===== src/rtl/serial_sub_pkg.sv =====
// Shared types and helpers for the chunked serial subtractor.
package serial_sub_pkg;

    typedef logic [1:0] state_t;

    localparam state_t IDLE = 2'd0;
    localparam state_t RUN  = 2'd1;
    localparam state_t DONE = 2'd2;

    // Signed overflow of a subtraction: operands of opposite sign and the
    // result's sign differs from the minuend's.
    function automatic logic sub_overflow(input logic a_msb, input logic b_msb,
                                          input logic d_msb);
        return (a_msb != b_msb) && (d_msb != a_msb);
    endfunction

endpackage


===== src/rtl/chunk_subtractor.sv =====
// Combinational CHUNK-bit subtractor: x - y - bin as a ripple of
// full-subtractor cells, with the final borrow on bout.
module chunk_subtractor #(
    parameter int unsigned CHUNK = 4
) (
    input  logic [CHUNK-1:0] x,
    input  logic [CHUNK-1:0] y,
    input  logic             bin,
    output logic [CHUNK-1:0] d,
    output logic             bout
);

    logic [CHUNK:0] br;

    assign br[0] = bin;

    for (genvar i = 0; i < CHUNK; i++) begin : g_cell
        assign d[i]    = x[i] ^ y[i] ^ br[i];
        // Borrow when x[i] < y[i] + br[i]
        assign br[i+1] = (~x[i] & (y[i] | br[i])) | (y[i] & br[i]);
    end

    assign bout = br[CHUNK];

endmodule


===== src/rtl/serial_subtractor.sv =====
// Serial subtractor: a - b - borrow_in over WIDTH bits, CHUNK bits per
// clock, LSB chunk first, with valid/ready handshakes on both sides.
module serial_subtractor
    import serial_sub_pkg::*;
#(
    parameter int unsigned WIDTH = 16,
    parameter int unsigned CHUNK = 4
) (
    input  logic             clk,
    input  logic             rst_n,
    input  logic             in_valid,
    output logic             in_ready,
    input  logic [WIDTH-1:0] a,
    input  logic [WIDTH-1:0] b,
    input  logic             borrow_in,
    output logic             out_valid,
    input  logic             out_ready,
    output logic [WIDTH-1:0] difference,
    output logic             borrow_out,
    output logic             overflow,
    output logic             zero
);

    localparam int unsigned NCHUNK = WIDTH / CHUNK;
    localparam int unsigned CW     = (NCHUNK > 1) ? $clog2(NCHUNK) : 1;
    localparam logic [CW-1:0] LAST = CW'(NCHUNK - 1);

    if (WIDTH < 2) begin : g_width_check
        $fatal(1, "serial_subtractor: WIDTH must be at least 2");
    end
    if (WIDTH % CHUNK != 0) begin : g_chunk_check
        $fatal(1, "serial_subtractor: WIDTH must be a multiple of CHUNK");
    end

    state_t           state_q;
    logic [CW-1:0]    idx_q;
    logic [WIDTH-1:0] a_q;
    logic [WIDTH-1:0] b_q;
    logic             borrow_q;
    logic [WIDTH-1:0] diff_q;
    logic             borrow_out_q;
    logic             overflow_q;
    logic             zero_q;

    logic [CHUNK-1:0] x_chunk;
    logic [CHUNK-1:0] y_chunk;
    logic [CHUNK-1:0] d_chunk;
    logic             chunk_bout;
    logic [WIDTH-1:0] diff_next;

    chunk_subtractor #(
        .CHUNK (CHUNK)
    ) u_chunk (
        .x    (x_chunk),
        .y    (y_chunk),
        .bin  (borrow_q),
        .d    (d_chunk),
        .bout (chunk_bout)
    );

    // Select the operand chunk for the current index and merge its result
    // into the running difference.
    always_comb begin
        x_chunk   = a_q[int'(idx_q) * CHUNK +: CHUNK];
        y_chunk   = b_q[int'(idx_q) * CHUNK +: CHUNK];
        diff_next = diff_q;
        diff_next[int'(idx_q) * CHUNK +: CHUNK] = d_chunk;
    end

    // FSM, operand latch, ripple borrow and result/flag registers.
    always_ff @(posedge clk) begin
        if (!rst_n) begin
            state_q      <= IDLE;
            idx_q        <= '0;
            a_q          <= '0;
            b_q          <= '0;
            borrow_q     <= 1'b0;
            diff_q       <= '0;
            borrow_out_q <= 1'b0;
            overflow_q   <= 1'b0;
            zero_q       <= 1'b0;
        end else begin
            case (state_q)
                IDLE: begin
                    if (in_valid) begin
                        a_q      <= a;
                        b_q      <= b;
                        borrow_q <= borrow_in;
                        idx_q    <= '0;
                        state_q  <= RUN;
                    end
                end
                RUN: begin
                    diff_q   <= diff_next;
                    borrow_q <= chunk_bout;
                    idx_q    <= idx_q + CW'(1);
                    if (idx_q == LAST) begin
                        state_q      <= DONE;
                        borrow_out_q <= chunk_bout;
                        overflow_q   <= sub_overflow(a_q[WIDTH-1], b_q[WIDTH-1],
                                                     diff_next[WIDTH-1]);
                        zero_q       <= (diff_next == '0);
                    end
                end
                DONE: begin
                    if (out_ready) begin
                        state_q <= IDLE;
                    end
                end
                default: state_q <= IDLE;
            endcase
        end
    end

    assign in_ready   = (state_q == IDLE);
    assign out_valid  = (state_q == DONE);
    assign difference = diff_q;
    assign borrow_out = borrow_out_q;
    assign overflow   = overflow_q;
    assign zero       = zero_q;

endmodule


===== config.mk =====
export PLATFORM = sky130hd
export DESIGN_NAME = serial_subtractor
export DESIGN_NICKNAME = d
export VERILOG_FILES = /design/src/rtl/serial_sub_pkg.sv /design/src/rtl/chunk_subtractor.sv /design/src/rtl/serial_subtractor.sv
export SDC_FILE = /design/constraint.sdc
export NUM_CORES = 1
export LEC_CHECK = 0
export ABC_CLOCK_PERIOD_IN_PS = 4000
export BUFFER_PORTS_ARGS = -buffer_cell sky130_fd_sc_hd__buf_2
export CORE_MARGIN = 4
export CORE_UTILIZATION = 53
export DETAILED_ROUTE_END_ITERATION = 7
export HOLD_SLACK_MARGIN = 0.08
export PLACE_DENSITY = 0.78
export SYNTH_ARGS = -nofsm -noshare
export SYNTH_HDL_FRONTEND = slang
export SYNTH_SLANG_ARGS = --single-unit

===== constraint.sdc =====
create_clock -name clk -period 4 [get_ports clk]
set_input_delay 0.4 -clock clk [delete_from_list [all_inputs] [get_ports clk]]
set_output_delay 0.4 -clock clk [all_outputs]
set_load 0.1 [all_outputs]

# Word-level counts from Yosys, hierarchy flattened
# Cells that the tools add are included.
# Widths: inputs -> output; s select.
# totals
mem_bits_ro	0
n_memories	0
mem_bits_rw	0
latch_bits	0
wordCells	68
reg_bits	56
# op_classes
n_eq_ne	8
shifts	4
n_lt_le_gt_ge	0
n_mux	9
multipliers	0
reduce_logical	8
n_div	0
n_bitwise	28
addsub	2
# op_table
cell	count
$neg 4->34	1
$shift 4x34->16 const A	1
$shiftx 4x34->16	1
$shiftx 16x5->4	2
$bwmux 16	1
$logic_not 16->1	1
$and 1x1->1	8
$mux 2	4
$or 1x1->1	8
$xor 1x1->1	8
$pmux 2 s3	1
$reduce_and 2->1	3
$eq 2x2->1 const B	2
$ne 2x2->1 const B	2
$not 1->1	4
$pmux 2 s2	1
$reduce_and 3->1	1
$add 2x1->2 const B	1
$eq 2x1->1 const B	1
$logic_not 2->1	1
$ne 1x1->1	2
$ne 2x1->1 const B	1
$pmux 1 s2	1
$reduce_bool 2->1	1
other kinds (2)	2

# Longest topological paths before layout
# Gate-level depths: netlist (run 1).
# logic_depth
depth_word	15
mapped_depth	13
mapped_depth_nobuf	12

# Hierarchy
# Synthesis (run 1) repeated with hierarchy kept, for this count alone.
# hier_totals
hier_cells	307
hier_area_um2	2732.6
# modules_own_cells
mod	area_per_inst_um2	cells_each	instances
serial_subtractor	2615.0	293	1
chunk_subtractor	117.6	14	1

# Worst setup path after synthesis (run 1)
# No wires, ideal clock.
# synth_path
path_kind	register to register
startpoint	register idx_q[0]
endpoint	register zero_q, in the netlist zero
n_path_buf	2
path_stages_with_launch	14
required_time_ps	3916
synth_period_minus_slack_ps	3526
setup_ps	84
t_arrival_ps	3442
path_slack_ps	474
path_cell_list	dfxtp_1 -> buf_2 -> buf_2 -> mux4_2 -> fa_1 -> inv_1 -> fa_1 -> fa_1 -> inv_1 -> fa_1 -> or3b_1 -> a21boi_0 -> o21ai_1 -> o31ai_2
# synth_via
elab_chain_len	14
word_cells_on_any_way	32
# synth_lines
element	line	text
start: declaration	serial_subtractor.sv:36	logic [CW-1:0] idx_q;
start signal: assignment	serial_subtractor.sv:96	idx_q <= idx_q + CW'(1);
$shiftx 16x5->4, on equally long branches	serial_subtractor.sv:65, serial_subtractor.sv:64	
$or 1x1->1 / $not 1->1 (equally long branches)	chunk_subtractor.sv:20	assign br[i+1] = (~x[i] & (y[i] | br[i])) | (y[i] & br[i]);
$and 1x1->1	chunk_subtractor.sv:20	
$or 1x1->1 (2 in a row)	chunk_subtractor.sv:20	
$and 1x1->1	chunk_subtractor.sv:20	
$or 1x1->1 (2 in a row)	chunk_subtractor.sv:20	
$and 1x1->1	chunk_subtractor.sv:20	
$or 1x1->1	chunk_subtractor.sv:20	
$xor 1x1->1	chunk_subtractor.sv:18	assign d[i] = x[i] ^ y[i] ^ br[i];
$shiftx 4x34->16	serial_subtractor.sv:67	diff_next[int'(idx_q) * CHUNK +: CHUNK] = d_chunk;
$bwmux 16	serial_subtractor.sv:67	
$logic_not 16->1	serial_subtractor.sv:102	zero_q <= (diff_next == '0);
end signal: assignment	serial_subtractor.sv:102	
end: declaration	serial_subtractor.sv:43	logic zero_q;
# Parallel ways exist; a longest one is shown, timed or not.
# A chain may end at the register's enable or synchronous reset.

# Worst setup path after layout (run 1)
# layout_path
startpoint	register idx_q[0]
endpoint	register overflow_q, in the netlist overflow
# layout_via
elab_chain_len	15
word_cells_on_any_way	33
# layout_lines
element	line	text
$shiftx 16x5->4, on equally long branches	serial_subtractor.sv:65, serial_subtractor.sv:64	
$or 1x1->1 / $not 1->1 (equally long branches)	chunk_subtractor.sv:20	
$and 1x1->1	chunk_subtractor.sv:20	
$or 1x1->1 (2 in a row)	chunk_subtractor.sv:20	
$and 1x1->1	chunk_subtractor.sv:20	
$or 1x1->1 (2 in a row)	chunk_subtractor.sv:20	
$and 1x1->1	chunk_subtractor.sv:20	
$or 1x1->1	chunk_subtractor.sv:20	
$xor 1x1->1	chunk_subtractor.sv:18	
$shiftx 4x34->16	serial_subtractor.sv:67	
$bwmux 16	serial_subtractor.sv:67	
$ne 1x1->1	serial_sub_pkg.sv:14	return (a_msb != b_msb) && (d_msb != a_msb);
$logic_and 1x1->1	serial_sub_pkg.sv:14	
end signal: assignment	serial_subtractor.sv:100	overflow_q <= sub_overflow(a_q[WIDTH-1], b_q[WIDTH-1],
end: declaration	serial_subtractor.sv:42	logic overflow_q;
# Parallel ways exist; a longest one is shown, timed or not.

==> summary.txt, run 1 <==
Outcome
  • Status: finished clean

Routing
  • DRC Markers: 0
  • Initial drt markers: 152
  • Final WL: 5.731 mm
  • Wire per inst: 13.68 um
  • First-pass iteration count of the detailed router: 4
  • Routed Antenna Nets: 0
  • Via/cell ratio: 5.315
  • Vias: 2227

Die
  • Initial core utilization: 54.49%
  • Num rows: 25
  • Core ar.: 4723 um^2
  • Die ar.: 6035 um^2
  • Die Y: 77.69 um
  • Die X: 77.69 um
  • I/O pins: 58

Synthesis
  • Ys flop type: dfxtp_1
  • Synth Register Bits: 56
  • Post-synth EDFFs: 0
  • FFs w/ async S/R, synth: 0%
  • Post-synth top cells: nand2_1 (81), dfxtp_1 (56), a21oi_1 (44)
  • Post-Syn Instances: 302
  • Most frequent cell after synthesis: nand2_1
  • Seq/Total Area, Yosys: 43.56%
  • Syn nets: 349
  • Synth top area share: 43.56%
  • Syn Area/Cell: 8.522 um^2
  • Yosys top cell by area: dfxtp_1
  • Synth Cell Area: 2574 um^2
  • Leading cell types by total area after synthesis: dfxtp_1 (44%), nand2_1 (12%), a21oi_1 (8.6%)
  • Synth unique cells: 36
  • Warnings from Yosys: 0

Setup path
  • Critical path data arrival time: 3.70 ns
  • Crit-path slowest cell: mux4_2
  • Critical path class: reg -> reg
  • Critical-path cell list: mux4_2 -> inv_1 -> fa_1 -> inv_1 -> fa_1 -> fa_1 -> inv_1 -> fa_1 -> nor4b_1 -> mux2i_1 -> mux2i_1 -> a21oi_1
  • Most frequent CP cell: fa_1
  • CP peak stage delay: 0.53 ns
  • Req. time, crit path: 4.21 ns
  • CP endpoint kind: flip-flop
  • Crit start category: flip-flop
  • CP max FO: 5

Pwr
  • Leak Pwr: 1.242 nW
  • Power per Cell Area: 391.4 nW/um^2
  • Peak supply drop: 217.9 uV

Placement
  • GPL Wtd Cong: 0.9233
  • Placement Cell Area: 2889 um^2
  • PortBufs: 57
  • Placed Cells incl. Taps: 411
  • HPWL Detailed: 4.138 mm

Clocking
  • Clock Sinks: 56
  • Hold-fix buffers, CTS: 0
  • Post-CTS setup buffer count: 0
  • Clock Latency Late Sink: 0.32 ns
  • Worst-path clk slew: 0.11 ns
  • Root Driver: clkbuf_8
  • Clk buf depth: 2
  • Htree depth: 2
  • CTS Buf Count: 5
  • Cts repair resizes: 0
  • TritonCTS clock tree: yes

GRT
  • Global route overflow: 0
  • Tot GR Track Use: 19.98%
  • Initial antenna violation count: 0
  • Global-route wire length before repair: 9.777 mm
  • Largest net degree at the start of global routing: 55
  • Number of global-route vias before repair: 2115

STA
  • Hold Vio Cnt, Final: 0
  • Final Max Slew Viols: 0
  • Final Skew: 0.01337 ns
  • Slew @ Worst Pin: 1.161 ns
  • # setup viols final: 0
  • Fin crit share: 87.31%
  • Relative slew slack: 22.40%
  • FMAX: 0.2863 GHz
  • RSZ-0062 raised after global routing: no
  • Final TNS setup: 0 ns
  • Tmin final: 3.493 ns

Final layout
  • Final instance area: 2984 um^2
  • Fin util: 63.18%
  • Layout cell share with drive strength beyond 1: 22.44%
  • Nets: 398
  • Fillers: 412
  • Layout Area Growth over Synthesis: 15.95%
  • Layout Cells excl Fill: 419
  • Diodes inserted: 0

Flow run
  • Max cap viols: 0

Worst hold path
  • Hold/Removal Path Class: in -> reg
[registers in the layout, indices dropped and copies added (netlist names)]
signal	cells
idx_q	2
borrow_out	1
state_q	2
zero	1
a_q	16
overflow	1
difference	16
borrow_q	1
b_q	16
[cell usage in the layout (no fill, tap or decap), types with 2 or more instances in the layout]
cell       n
a211oi_1   2
a21oi_1   44
a22oi_1   11
a32oi_1    2
and2_1     2
buf_2     57
buf_4      3
clkbuf_8   5
clkinv_4   2
dfxtp_1   56
fa_1       4
ha_1       6
inv_1     14
mux2i_1    2
mux4_2     8
nand2_1   81
nand2b_1   3
nand3_1    7
nand3b_1   3
nor2_1    13
nor2b_1    6
nor3b_1    2
or3_1      3
[critical path: cells and delay by family, from the launching register on]
| kind | cells | cell delay [ns] |
|---|---|---|
| simple gates | 1 | 0.34 |
| buf+inv | 3 | 0.21 |
| mux | 3 | 0.87 |
| fa+ha+maj | 4 | 1.37 |
| flops | 1 | 0.49 |
| compound gates | 1 | 0.08 |
[logic make-up after synthesis]
| family | Yosys count | synth area share [%] |
|---|---|---|
| AOI/OAI and AO/OA | 66 | 15.26 |
| adders and majority gates | 10 | 6.028 |
| muxes | 10 | 7.778 |
| and+or+nand+nor | 127 | 22.22 |
| DFF | 56 | 43.56 |
| buffers and inverters | 33 | 5.153 |
[final timing paths]
check             start  slack (ns)          to  cells after the start
max            idx_q[0]        0.51    overflow                     12
min               b[10]        0.30     b_q[10]                      3
max reg2reg    idx_q[0]        0.51    overflow                     12
min reg2reg  borrow_out        0.46  borrow_out                      2
[where the power goes]
part / switching, mW / internal, mW
Combinational: 0.157 / 0.0861
Clock: 0.193 / 0.128
Sequential: 0.0190 / 0.585
[per-stage QoR]
stage	total power [mW]	setup slack [ns]	hold WS (ns)
finish	1.168	0.5074	0.3013
global route	1.232	0.2191	0.2925
CTS	1.176	0.4646	0.3005
detailed placement	0.8601	0.5342	0.4454
global placement	0.8542	0.6046	0.4417
floorplan	0.7950	0.4741	0.4331
[layer usage]
metal | global-route usage, % | wire length (um) | up-vias
met2 | 30.82 | 2742 | 45
met5 | 0 | 0 | -
met3 | 4.176 | 230 | 5
met1 | 27.81 | 2678 | 1054
li1 | - | - | 1123
met4 | 6.762 | 79 | 0
[area by class of cell]
type,count,area (um^2),area share [%]
Sequential cell,56,1121,37.57
Clock inverter,3,26.28,0.8805
Tap cell,67,83.83,2.809
Inverter,15,56.30,1.887
Clock buffer,5,68.82,2.306
Multi-Input combinational cell,213,1320,44.23
Timing Repair Buffer,60,307.8,10.31
Power figures use the tool's default switching activity.
==> run 2: changes to the inputs <==
--- a/config.mk
+++ b/config.mk
@@ -11,7 +11,7 @@
 export CORE_UTILIZATION = 53
 export DETAILED_ROUTE_END_ITERATION = 7
 export HOLD_SLACK_MARGIN = 0.08
-export PLACE_DENSITY = 0.78
+export PLACE_DENSITY = 0.86
 export SYNTH_ARGS = -nofsm -noshare
 export SYNTH_HDL_FRONTEND = slang
 export SYNTH_SLANG_ARGS = --single-unit
==> run 2 against run 1 <==
  * Setup slack got worse by 0.13 ns
  * Fmax decreased by 3.5%
  * Worst hold slack better by 0.011 ns
  * Power down 0.60%
  * Sequential cell count did not move
  * Global-route usage fell by 0.36 points
  * Cell area is 0.34% lower
  * Clock-buffer cell count is 1 higher
  * Non-clock buffer count shrank 1
  * Core utilization shrank 0.21 points
  * Largest cell class unchanged
==> summary.txt, run 2 (synthesized netlist as in run 1, its figures left out) <==
Clocking
  • Worst-path clk slew: 0.10 ns
  • Clock Sinks: 56
  • Clk buf depth: 2
  • Cts repair resizes: 0
  • Clock Latency Late Sink: 0.31 ns
  • Hold-fix buffers, CTS: 0
  • Root Driver: clkbuf_8
  • CTS Buf Count: 5
  • Htree depth: 2
  • Post-CTS setup buffer count: 0
  • TritonCTS clock tree: yes

Final layout
  • Fin util: 62.97%
  • Most frequent cells in the layout: nand2_1 (81), buf_2 (57), dfxtp_1 (56)
  • Fillers: 411
  • Layout Area Growth over Synthesis: 15.56%
  • Most common cell after layout, fill and taps aside: nand2_1
  • Nets: 397
  • Diodes inserted: 0
  • Final instance area: 2974 um^2
  • Layout cell share with drive strength beyond 1: 22.22%

STA
  • RSZ-0062 raised after global routing: no
  • Final TNS setup: 0 ns
  • Hold Slack: 0.3121 ns
  • # setup viols final: 0
  • Slew @ Worst Pin: 1.151 ns
  • Tmin final: 3.618 ns
  • Hold Vio Cnt, Final: 0
  • Final Skew: 0.008239 ns
  • Relative slew slack: 23.13%
  • Final Max Slew Viols: 0
  • FMAX: 0.2764 GHz
  • Fin crit share: 90.45%

Routing
  • First-pass iteration count of the detailed router: 4
  • Vias: 2257
  • WL met1: 2.442 mm
  • Via/cell ratio: 5.400
  • DR WL met2: 2.839 mm
  • Routed Antenna Nets: 0
  • Final WL: 5.801 mm
  • DRC Markers: 0
  • WL met3: 353 um
  • Wire per inst: 13.88 um
  • Initial drt markers: 185
  • Uppermost layer routed: met4

Setup path
  • Critical path data arrival time: 3.83 ns
  • CP max FO: 6
  • Crit start category: flip-flop
  • Worst setup path start: idx_q[0]
  • Reg-to-reg slack, setup: 0.38 ns
  • R2R depth: 12
  • Critical path class: reg -> reg
  • Req. time, crit path: 4.21 ns
  • CP endpoint kind: flip-flop
  • RR Startpoint: idx_q[0]
  • RR Endpoint: overflow

Pwr
  • Peak supply drop: 187.8 uV
  • Power per Cell Area: 390.4 nW/um^2
  • Tot Pwr: 1.161 mW
  • Leak Pwr: 1.239 nW

GRT
  • Number of global-route vias before repair: 2151
  • Global-route wire length before repair: 9.563 mm
  • Global route overflow: 0
  • Largest net degree at the start of global routing: 55
  • Initial antenna violation count: 0
  • Tot GR Track Use: 19.62%

Die
  • Core ar.: 4723 um^2
  • Die ar.: 6035 um^2
  • I/O pins: 58
  • Die Y: 77.69 um
  • Initial core utilization: 54.49%
  • Num rows: 25
  • Die X: 77.69 um

Placement
  • HPWL Detailed: 4.200 mm
  • GPL Wtd Cong: 0.8598
  • PortBufs: 57
  • Placement Cell Area: 2882 um^2

Flow run
  • Max cap viols: 0

Outcome
  • Status: finished clean

Worst hold path
  • WHS Path Cells: 3
  • Hold/Removal Path Class: in -> reg
  • WHS Endpoint: b_q[13]
  • HP Start: b[13]
[run 2: cell types whose count changed in the layout (fill, tap and decap cells not counted)]
cell,before,now
clkinv_4,2,0
clkinv_2,0,2
clkbuf_8,5,6
buf_4,3,2
inv_6,1,0
[run 2: final cells by class]
class | count | area (um^2) | share of cell area, %
clock inverter | 2 | 10.01 | 0.3366
tap | 67 | 83.83 | 2.819
timing repair buffer | 59 | 300.3 | 10.10
multi-input combinational | 213 | 1320 | 44.38
inverter | 15 | 56.30 | 1.893
sequential | 56 | 1121 | 37.69
clock buffer | 6 | 82.58 | 2.777
[run 2: worst max-delay path, cell delays in order (launching register included)]
cell     delay (ns)
dfxtp_1        0.54
mux4_2         0.55
inv_1          0.09
fa_1           0.18
inv_1          0.05
fa_1           0.37
fa_1           0.36
inv_1          0.08
fa_1           0.47
nor4b_1        0.41
mux2i_1        0.16
mux2i_1        0.17
a21oi_1        0.08
[run 2: stage by stage]
step | std cells | worst slack (ns)
2_1_floorplan | 302 | 0.4741
3_3_place_gp | 410 | 0.5582
3_5_place_dp | 410 | 0.4001
4_1_cts | 418 | 0.3850
5_1_grt | 418 | 0.1495
6_report | 418 | 0.3819
[run 2: how the worst max path moves through the flow]
stage	end	slack [ns]	cells after the start
3_5_place_dp	overflow	0.40	12
3_3_place_gp	overflow	0.56	12
5_1_grt	overflow	0.15	12
4_1_cts	overflow	0.39	12
6_report	overflow	0.38	12
2_1_floorplan	zero	0.47	13
[run 2: power by group]
group / switching (mW) / leakage [nW] / internal, mW / total, mW
registers: 0.0196 / 0.457 / 0.585 / 0.605
logic: 0.158 / 0.731 / 0.0847 / 0.243
clock network: 0.175 / 0.0510 / 0.139 / 0.314
total: 0.353 / 1.24 / 0.808 / 1.16
[run 2: layer usage]
metal | track usage (%) | vias to the layer above
met2 | 33.30 | 87
met4 | 10.50 | 0
met1 | 23.38 | 1034
li1 | - | 1120
met5 | 0 | -
met3 | 3.596 | 16
